File: config.mk
export PLATFORM = sky130hd
export DESIGN_NAME = z80_cb_hl_rmw_seq
export DESIGN_NICKNAME = d
export VERILOG_FILES = /design/src/rtl/z80_cb_hl_rmw_seq.sv
export SDC_FILE = /design/constraint.sdc
export NUM_CORES = 1
export LEC_CHECK = 0
export ABC_AREA = 1
export CAP_MARGIN = 20
export CORE_MARGIN = 2
export CORE_UTILIZATION = 45
export CTS_BUF_LIST = sky130_fd_sc_hd__clkbuf_4 sky130_fd_sc_hd__clkbuf_8 sky130_fd_sc_hd__clkbuf_16
export CTS_CLUSTER_SIZE = 20
export DETAILED_ROUTE_END_ITERATION = 8
export MAX_ROUTING_LAYER = met4
export PLACE_DENSITY = 0.77
export SYNTH_ARGS = -nofsm -noshare
export SYNTH_HDL_FRONTEND = slang
export SYNTH_SLANG_ARGS = --single-unit
File: constraint.sdc
create_clock -name clk -period 2.36 [get_ports clk]
set_input_delay 0.472 -clock clk [delete_from_list [all_inputs] [get_ports clk]]
set_output_delay 0.472 -clock clk [all_outputs]
set_load 0.01 [all_outputs]
File: src/rtl/z80_cb_hl_rmw_seq.sv
// Read-modify-write sequencer for the Z80 CB-prefixed rotate/shift group on (HL).
// Optional macro Z80_SLL_EN enables the undocumented SLL (op 110); otherwise op 110 is flagged illegal.
module z80_cb_hl_rmw_seq #(
    parameter int unsigned MAX_WAIT = 15
) (
    input  logic        clk,
    input  logic        reset,
    input  logic        start,
    input  logic [2:0]  op,
    input  logic [15:0] hl,
    input  logic [7:0]  f_in,
    output logic        busy,
    output logic        done,
    output logic [7:0]  f_out,
    output logic [15:0] mem_addr,
    output logic        mem_rd,
    output logic        mem_wr,
    output logic [7:0]  mem_wdata,
    input  logic [7:0]  mem_rdata,
    input  logic        mem_ack,
    output logic        illegal,
    output logic        timeout
);

    localparam logic [2:0] S_IDLE = 3'd0;
    localparam logic [2:0] S_RD   = 3'd1;
    localparam logic [2:0] S_MOD  = 3'd2;
    localparam logic [2:0] S_WR   = 3'd3;
    localparam logic [2:0] S_FIN  = 3'd4;

    localparam logic [7:0] WAIT_LIM = 8'(MAX_WAIT);

`ifdef Z80_SLL_EN
    localparam logic SLL_EN = 1'b1;
`else
    localparam logic SLL_EN = 1'b0;
`endif

    logic [2:0]  state_q, state_d;
    logic [2:0]  op_q, op_d;
    logic [15:0] addr_q, addr_d;
    logic [7:0]  fin_q, fin_d;
    logic [7:0]  data_q, data_d;
    logic [7:0]  wdata_q, wdata_d;
    logic [7:0]  flags_q, flags_d;
    logic [7:0]  fout_q, fout_d;
    logic [7:0]  wait_q, wait_d;
    logic        illegal_q, illegal_d;
    logic        timeout_q, timeout_d;
    logic        busy_q, done_q, rd_q, wr_q;

    function automatic logic parity_even(input logic [7:0] v);
        return ~^v;
    endfunction

    function automatic logic [7:0] shift_result(input logic [2:0] o, input logic [7:0] d, input logic c);
        logic [7:0] r;
        case (o)
            3'b000:  r = {d[6:0], d[7]};
            3'b001:  r = {d[0], d[7:1]};
            3'b010:  r = {d[6:0], c};
            3'b011:  r = {c, d[7:1]};
            3'b100:  r = {d[6:0], 1'b0};
            3'b101:  r = {d[7], d[7:1]};
            3'b110:  r = {d[6:0], 1'b1};
            3'b111:  r = {1'b0, d[7:1]};
            default: r = 8'h00;
        endcase
        return r;
    endfunction

    // Odd opcodes shift right and carry out bit 0; even ones shift left and carry out bit 7.
    function automatic logic [7:0] shift_flags(input logic [2:0] o, input logic [7:0] d,
                                               input logic [7:0] r, input logic [7:0] fi);
        logic c;
        c = o[0] ? d[0] : d[7];
        return {r[7], (r == 8'h00), fi[5], 1'b0, fi[3], parity_even(r), 1'b0, c};
    endfunction

    // Next-state and datapath decode.
    always_comb begin
        state_d   = state_q;
        op_d      = op_q;
        addr_d    = addr_q;
        fin_d     = fin_q;
        data_d    = data_q;
        wdata_d   = wdata_q;
        flags_d   = flags_q;
        fout_d    = fout_q;
        wait_d    = wait_q;
        illegal_d = illegal_q;
        timeout_d = timeout_q;
        case (state_q)
            S_IDLE: begin
                if (start) begin
                    op_d      = op;
                    addr_d    = hl;
                    fin_d     = f_in;
                    illegal_d = 1'b0;
                    timeout_d = 1'b0;
                    wait_d    = 8'd0;
                    if ((op == 3'b110) && !SLL_EN) begin
                        illegal_d = 1'b1;
                        fout_d    = f_in;
                        state_d   = S_FIN;
                    end else begin
                        state_d = S_RD;
                    end
                end else begin
                    state_d = S_IDLE;
                end
            end
            S_RD: begin
                if (mem_ack) begin
                    data_d  = mem_rdata;
                    wait_d  = 8'd0;
                    state_d = S_MOD;
                end else if (wait_q + 8'd1 == WAIT_LIM) begin
                    timeout_d = 1'b1;
                    fout_d    = fin_q;
                    wait_d    = 8'd0;
                    state_d   = S_FIN;
                end else begin
                    wait_d = wait_q + 8'd1;
                end
            end
            S_MOD: begin
                wdata_d = shift_result(op_q, data_q, fin_q[0]);
                flags_d = shift_flags(op_q, data_q, shift_result(op_q, data_q, fin_q[0]), fin_q);
                wait_d  = 8'd0;
                state_d = S_WR;
            end
            S_WR: begin
                if (mem_ack) begin
                    fout_d  = flags_q;
                    wait_d  = 8'd0;
                    state_d = S_FIN;
                end else if (wait_q + 8'd1 == WAIT_LIM) begin
                    timeout_d = 1'b1;
                    fout_d    = fin_q;
                    wait_d    = 8'd0;
                    state_d   = S_FIN;
                end else begin
                    wait_d = wait_q + 8'd1;
                end
            end
            S_FIN: begin
                state_d = S_IDLE;
            end
            default: begin
                state_d = S_IDLE;
            end
        endcase
    end

    // State, datapath and registered bus/status outputs.
    always_ff @(posedge clk) begin
        if (reset) begin
            state_q   <= S_IDLE;
            op_q      <= 3'd0;
            addr_q    <= 16'h0000;
            fin_q     <= 8'h00;
            data_q    <= 8'h00;
            wdata_q   <= 8'h00;
            flags_q   <= 8'h00;
            fout_q    <= 8'h00;
            wait_q    <= 8'd0;
            illegal_q <= 1'b0;
            timeout_q <= 1'b0;
            busy_q    <= 1'b0;
            done_q    <= 1'b0;
            rd_q      <= 1'b0;
            wr_q      <= 1'b0;
        end else begin
            state_q   <= state_d;
            op_q      <= op_d;
            addr_q    <= addr_d;
            fin_q     <= fin_d;
            data_q    <= data_d;
            wdata_q   <= wdata_d;
            flags_q   <= flags_d;
            fout_q    <= fout_d;
            wait_q    <= wait_d;
            illegal_q <= illegal_d;
            timeout_q <= timeout_d;
            busy_q    <= (state_d != S_IDLE);
            done_q    <= (state_d == S_FIN);
            rd_q      <= (state_d == S_RD);
            wr_q      <= (state_d == S_WR);
        end
    end

    assign busy      = busy_q;
    assign done      = done_q;
    assign f_out     = fout_q;
    assign mem_addr  = addr_q;
    assign mem_rd    = rd_q;
    assign mem_wr    = wr_q;
    assign mem_wdata = wdata_q;
    assign illegal   = illegal_q;
    assign timeout   = timeout_q;

endmodule

==> Word level (Yosys, flattened, before mapping) <==
Cells that the tools add are included.
{ "classes": {"n_eq_ne": 20, "n_mux": 24, "reduce_logical": 14, "add_sub_neg": 1} }
{ "op_table": {"columns": ["cell", "count"], "rows": [
  ["8-bit 2-to-1 mux", 9],
  ["8-bit one-hot mux with 8 select lines", 1],
  ["8-bit one-hot mux with 3 select lines", 2],
  ["3-bit equality test (second input constant)", 6],
  ["3-bit by 2-bit equality test with 1-bit output (second input constant)", 5],
  ["3-bit 2-to-1 mux", 5],
  ["3-bit one-hot mux with 4 select lines", 1],
  ["3-bit by 1-bit equality test with 1-bit output (second input constant)", 3],
  ["3-bit nonzero test", 3],
  ["8-bit by 1-bit adder with 8-bit output (second input constant)", 1],
  ["8-bit by 4-bit equality test with 1-bit output (second input constant)", 1],
  ["8-bit zero test", 1],
  ["2-bit != test (second input constant)", 4],
  ["4-bit AND reduction", 2],
  ["8-bit XNOR reduction", 1],
  ["3-bit zero test", 2],
  ["2-bit AND reduction", 3],
  ["1-bit 2-to-1 mux", 5],
  ["2-bit by 1-bit != test with 1-bit output (second input constant)", 1],
  ["1-bit one-hot mux with 2 select lines", 1],
  ["2-bit nonzero test", 1],
  ["2-bit OR reduction", 1]
]} }
{ "word_totals": {"in_bits": 39, "regBits": 74, "out_inout_bits": 38, "wordCells": 74} }

==> Logic depth before layout (Yosys ltp) <==
{ "depth": {"word_depth": 6, "ltp_mapped": 13, "depth_no_buf": 12} }

==> Least setup slack after synthesis <==
No wires, ideal clock.
{ "synth_path": {"path_kind": "register to register", "start": "register op_q[0]", "end": "register flags_q[2]", "synth_period_minus_slack_ns": 1.921, "required_time_ns": 2.245, "stages_incl_launch_ff": 11, "n_path_buf": 2, "setup_ns": 0.115, "arrival_ns": 1.805, "path_slack_ns": 0.439, "cell_sequence": "dfxtp_1 -> clkbuf_1 -> inv_1 -> clkbuf_1 -> o21ai_0 -> a31oi_1 -> ha_1 -> xnor2_1 -> xor2_1 -> o21ai_0 -> inv_1"} }
{ "synth_between": {"elab_chain_len": 4, "word_cells_on_any_way": 11, "cone_classes": "eq/ne (7); mux (2); reduce/logical (2)"} }
{ "synth_lines": {"columns": ["element", "line_no", "rtl"], "rows": [
  ["from (decl)", "40", "logic [2:0] op_q, op_d;"],
  ["from (signal assigned)", "176", "op_q <= op_d;"],
  ["3-bit equality test (tied with other cells)", "58", "case (o)"],
  ["8-bit one-hot mux with 8 select lines *", "58", null],
  ["8-bit 2-to-1 mux *", "93", "case (state_q)"],
  ["8-bit XNOR reduction *", "53", "return ~^v;"],
  ["to (signal assigned)", "181", "flags_q <= flags_d;"],
  ["to (decl)", "45", "logic [7:0] flags_q, flags_d;"]
]} }
Every way passes the cells marked *; elsewhere a longest branch is shown, timed or not. The select of a mux whose other input is x is not followed.
A chain may end at the register's enable or synchronous reset.

==> Worst setup path in the final report <==
Same ends and word-level chain as after synthesis.

==> results.yml <==
detailed_routing:
  post_drt_via_cell_ratio: 5.10
  drc: 0
  num_vias: 3272
  dr.pass1.iters: 5
  drt_iter0_drc: 293
  routed_wl_microns: 8240
  postRouteAntennaNets: 0
  wl_per_cell_microns: 12.8
synth:
  syn_inst: 465
  synth_seq_cells: 73
  synthTopCellsByArea: "dfxtp_1 44%, nand2_1 11%, a21oi_1 11%, o21ai_0 6.9%, inv_1 6.1%"
  synthArstFlopShare: 0
  seq_area_frac_synth: 0.438
  synth_area_sq_um: 3330
  syn-num-nets: 510
  synth_commonest_cells: "99 x nand2_1, 73 x dfxtp_1, 70 x a21oi_1"
  synth_top_cell_area_share: 0.438
  yosys_warnings: 0
  synth_cell_types: 32
  synth_ff_type: "dfxtp_1"
  synth_area_leader_cell: "dfxtp_1"
  yosysMostFrequentCell: "nand2_1"
  synth-edff-count: 0
  syn_avg_cell_area_sq_um: 7.17
die:
  pin_count: 77
  die_w_microns: 90.1
  die_y_microns: 90.1
  design.die.area_sq_um: 8110
  core_area_sq_um: 7210
  start_util: 0.462
  std_cell_rows: 31
critical_path:
  arrival_ns: 2.28
  path_max_fanout: 12
  startpoint_type: "flop"
  r2r_slack_ns: 0.33
  crit_required_ns: 2.60
  end_kind: "flop"
  critPathKind: "reg2reg"
cts:
  cts_resized: 0
  cts_root_buf: "clkbuf_8"
  numCtsBuffers: 9
  insertion_delay_ns: 0.34
  path_clk_slew_ns: 0.08
  postCtsSetupBuffers: 0
  cts_htree_levels: 3
  cts_buffer_depth: 2
  tritoncts: "built"
  hold_buffers: 0
  cts.sink_count: 73
grt:
  grt_overflow: 0
  grtUsageTotal: 0.215
  grt_max_degree: 41
  grt_pass1_vias: 3166
  grt_pass1_wl_microns: 14000
  antenna_found_initial: 0
sta:
  finClkSkew_ns: 0.00778
  fin_ws_ns: 0.327
  fin_hold_ws_ns: 0.460
  fmax_mhz: 492
  setup_tns_ns: 0
  relSlewSlack: 0.702
  slew_violations: 0
  finalHoldViolCount: 0
  setup_viol: 0
  rsz0062_at_grt: "false"
  tightest_slew_ns: 0.447
  timing.final.crit_share: 0.862
  min_period_ns: 2.03
power:
  finalPower_mw: 3.34
  ir_drop_uv: 570
  powerDensity_nw_per_um2: 756
  power_leakage_nw: 1.79
place:
  dp_cells: 627
  port_buffers: 76
  place_ws_ns: 0.352
  place.gp.congestion: 1.05
  dp_hpwl_microns: 5900
finish:
  drive_gt1_frac: 0.0681
  fin_cells: 642
  layout.nets: 584
  antennaDiodeCount: 0
  area_growth_pct: 32.5
min_path:
  hp-class: "reg2reg"
status:
  status: "finished clean"
job:
  drv_cap: 0
==> worst max-delay path, stage by stage, from the launching register on <==
cell and delay (ns):
dfxtp_1 0.46, inv_1 0.21, o211ai_1 0.14, o21ai_0 0.10
a31oi_1 0.23, ha_1 0.29, xnor2_1 0.14, xor2_1 0.16
o21ai_0 0.15, inv_1 0.05
==> kinds of logic (layout without fill, tap and decap cells) <==
family | after synthesis | after routing | share of synthesized area
buffers and inverters | 78 | 156 | 0.0920
XOR/XNOR | 3 | 3 | 0.00788
AND/OR/NAND/NOR | 173 | 173 | 0.226
multiplexers | 4 | 4 | 0.0120
adder cells (fa/ha/maj) | 6 | 6 | 0.0225
AO/OA/AOI/OAI | 128 | 128 | 0.201
flip-flops | 73 | 73 | 0.438
==> power breakdown <==
| part | internal [mW] | leakage (nW) | switching, mW |
|---|---|---|---|
| Sequential | 1.36 | 0.597 | 0.0810 |
| Combinational | 0.379 | 1.09 | 0.454 |
| Clock | 0.616 | 0.104 | 0.445 |
==> registers in the layout (all words and copies together), names as in the netlist, 3 cells and up <==
name / flops
data_q: 8
fin_q: 8
mem_addr: 16
state_q: 3
f_out: 8
mem_wdata: 8
flags_q: 5
op_q: 3
wait_q: 8
==> metal layers <==
| metal | routed length, microns | GRT usage | vias up |
|---|---|---|---|
| li1 | - | - | 1664 |
| met1 | 3700 | 0.251 | 1485 |
| met2 | 3920 | 0.357 | 109 |
| met3 | 485 | 0.0679 | 14 |
| met4 | 140 | 0.0667 | 0 |
| met5 | 0 | - | - |
==> layout make-up <==
class,instances,area (sq um)
Clock inverter,5,80.1
Timing Repair Buffer,86,836
Fill cell,686,2800
Sequential cell,73,1460
Multi-Input combinational cell,314,1570
Inverter,55,206
Tap cell,99,124
Clock buffer,10,138
==> final timing paths <==
kind	startpoint	endpoint	depth (start not counted)
max	op_q[0]	flags_q[2]	9
min	flags_q[0]	flags_q[0]	2
max reg2reg	op_q[0]	flags_q[2]	9
min reg2reg	flags_q[0]	flags_q[0]	2
==> through the flow <==
stage	instance area, sq um	utilization
global route	4420	0.612
finish	4420	0.612
global placement	4200	0.582
floorplan	3330	-
detailed placement	4200	0.582
CTS	4420	0.612
==> placed cells by master, fill, tap and decap left out <==
master,synthesis,final
dfxtp_1,73,73
nor3_2,0,1
xor2_1,2,2
nor2_2,2,2
a22oi_1,1,1
o211ai_1,4,4
o21ai_1,1,1
clkbuf_8,0,10
ha_1,6,6
clkinvlp_4,0,2
clkdlybuf4s50_1,0,76
clkinv_1,1,1
nor3_1,3,2
o21bai_2,1,1
nand3_2,1,1
a211oi_1,2,2
nor2_1,35,35
nand2_1,99,99
nand3_4,1,1
buf_4,1,10
nand3_1,16,16
nand4_1,11,11
nand2_4,1,1
a21oi_1,70,70
mux2i_1,4,4
a21oi_2,1,1
clkinv_2,0,1
nor2_4,2,2
inv_1,54,54
nand2_2,2,2
a31oi_1,2,2
bufinv_16,0,2
xnor2_1,1,1
o21ai_0,46,46
Power figures use the tool's default switching activity.
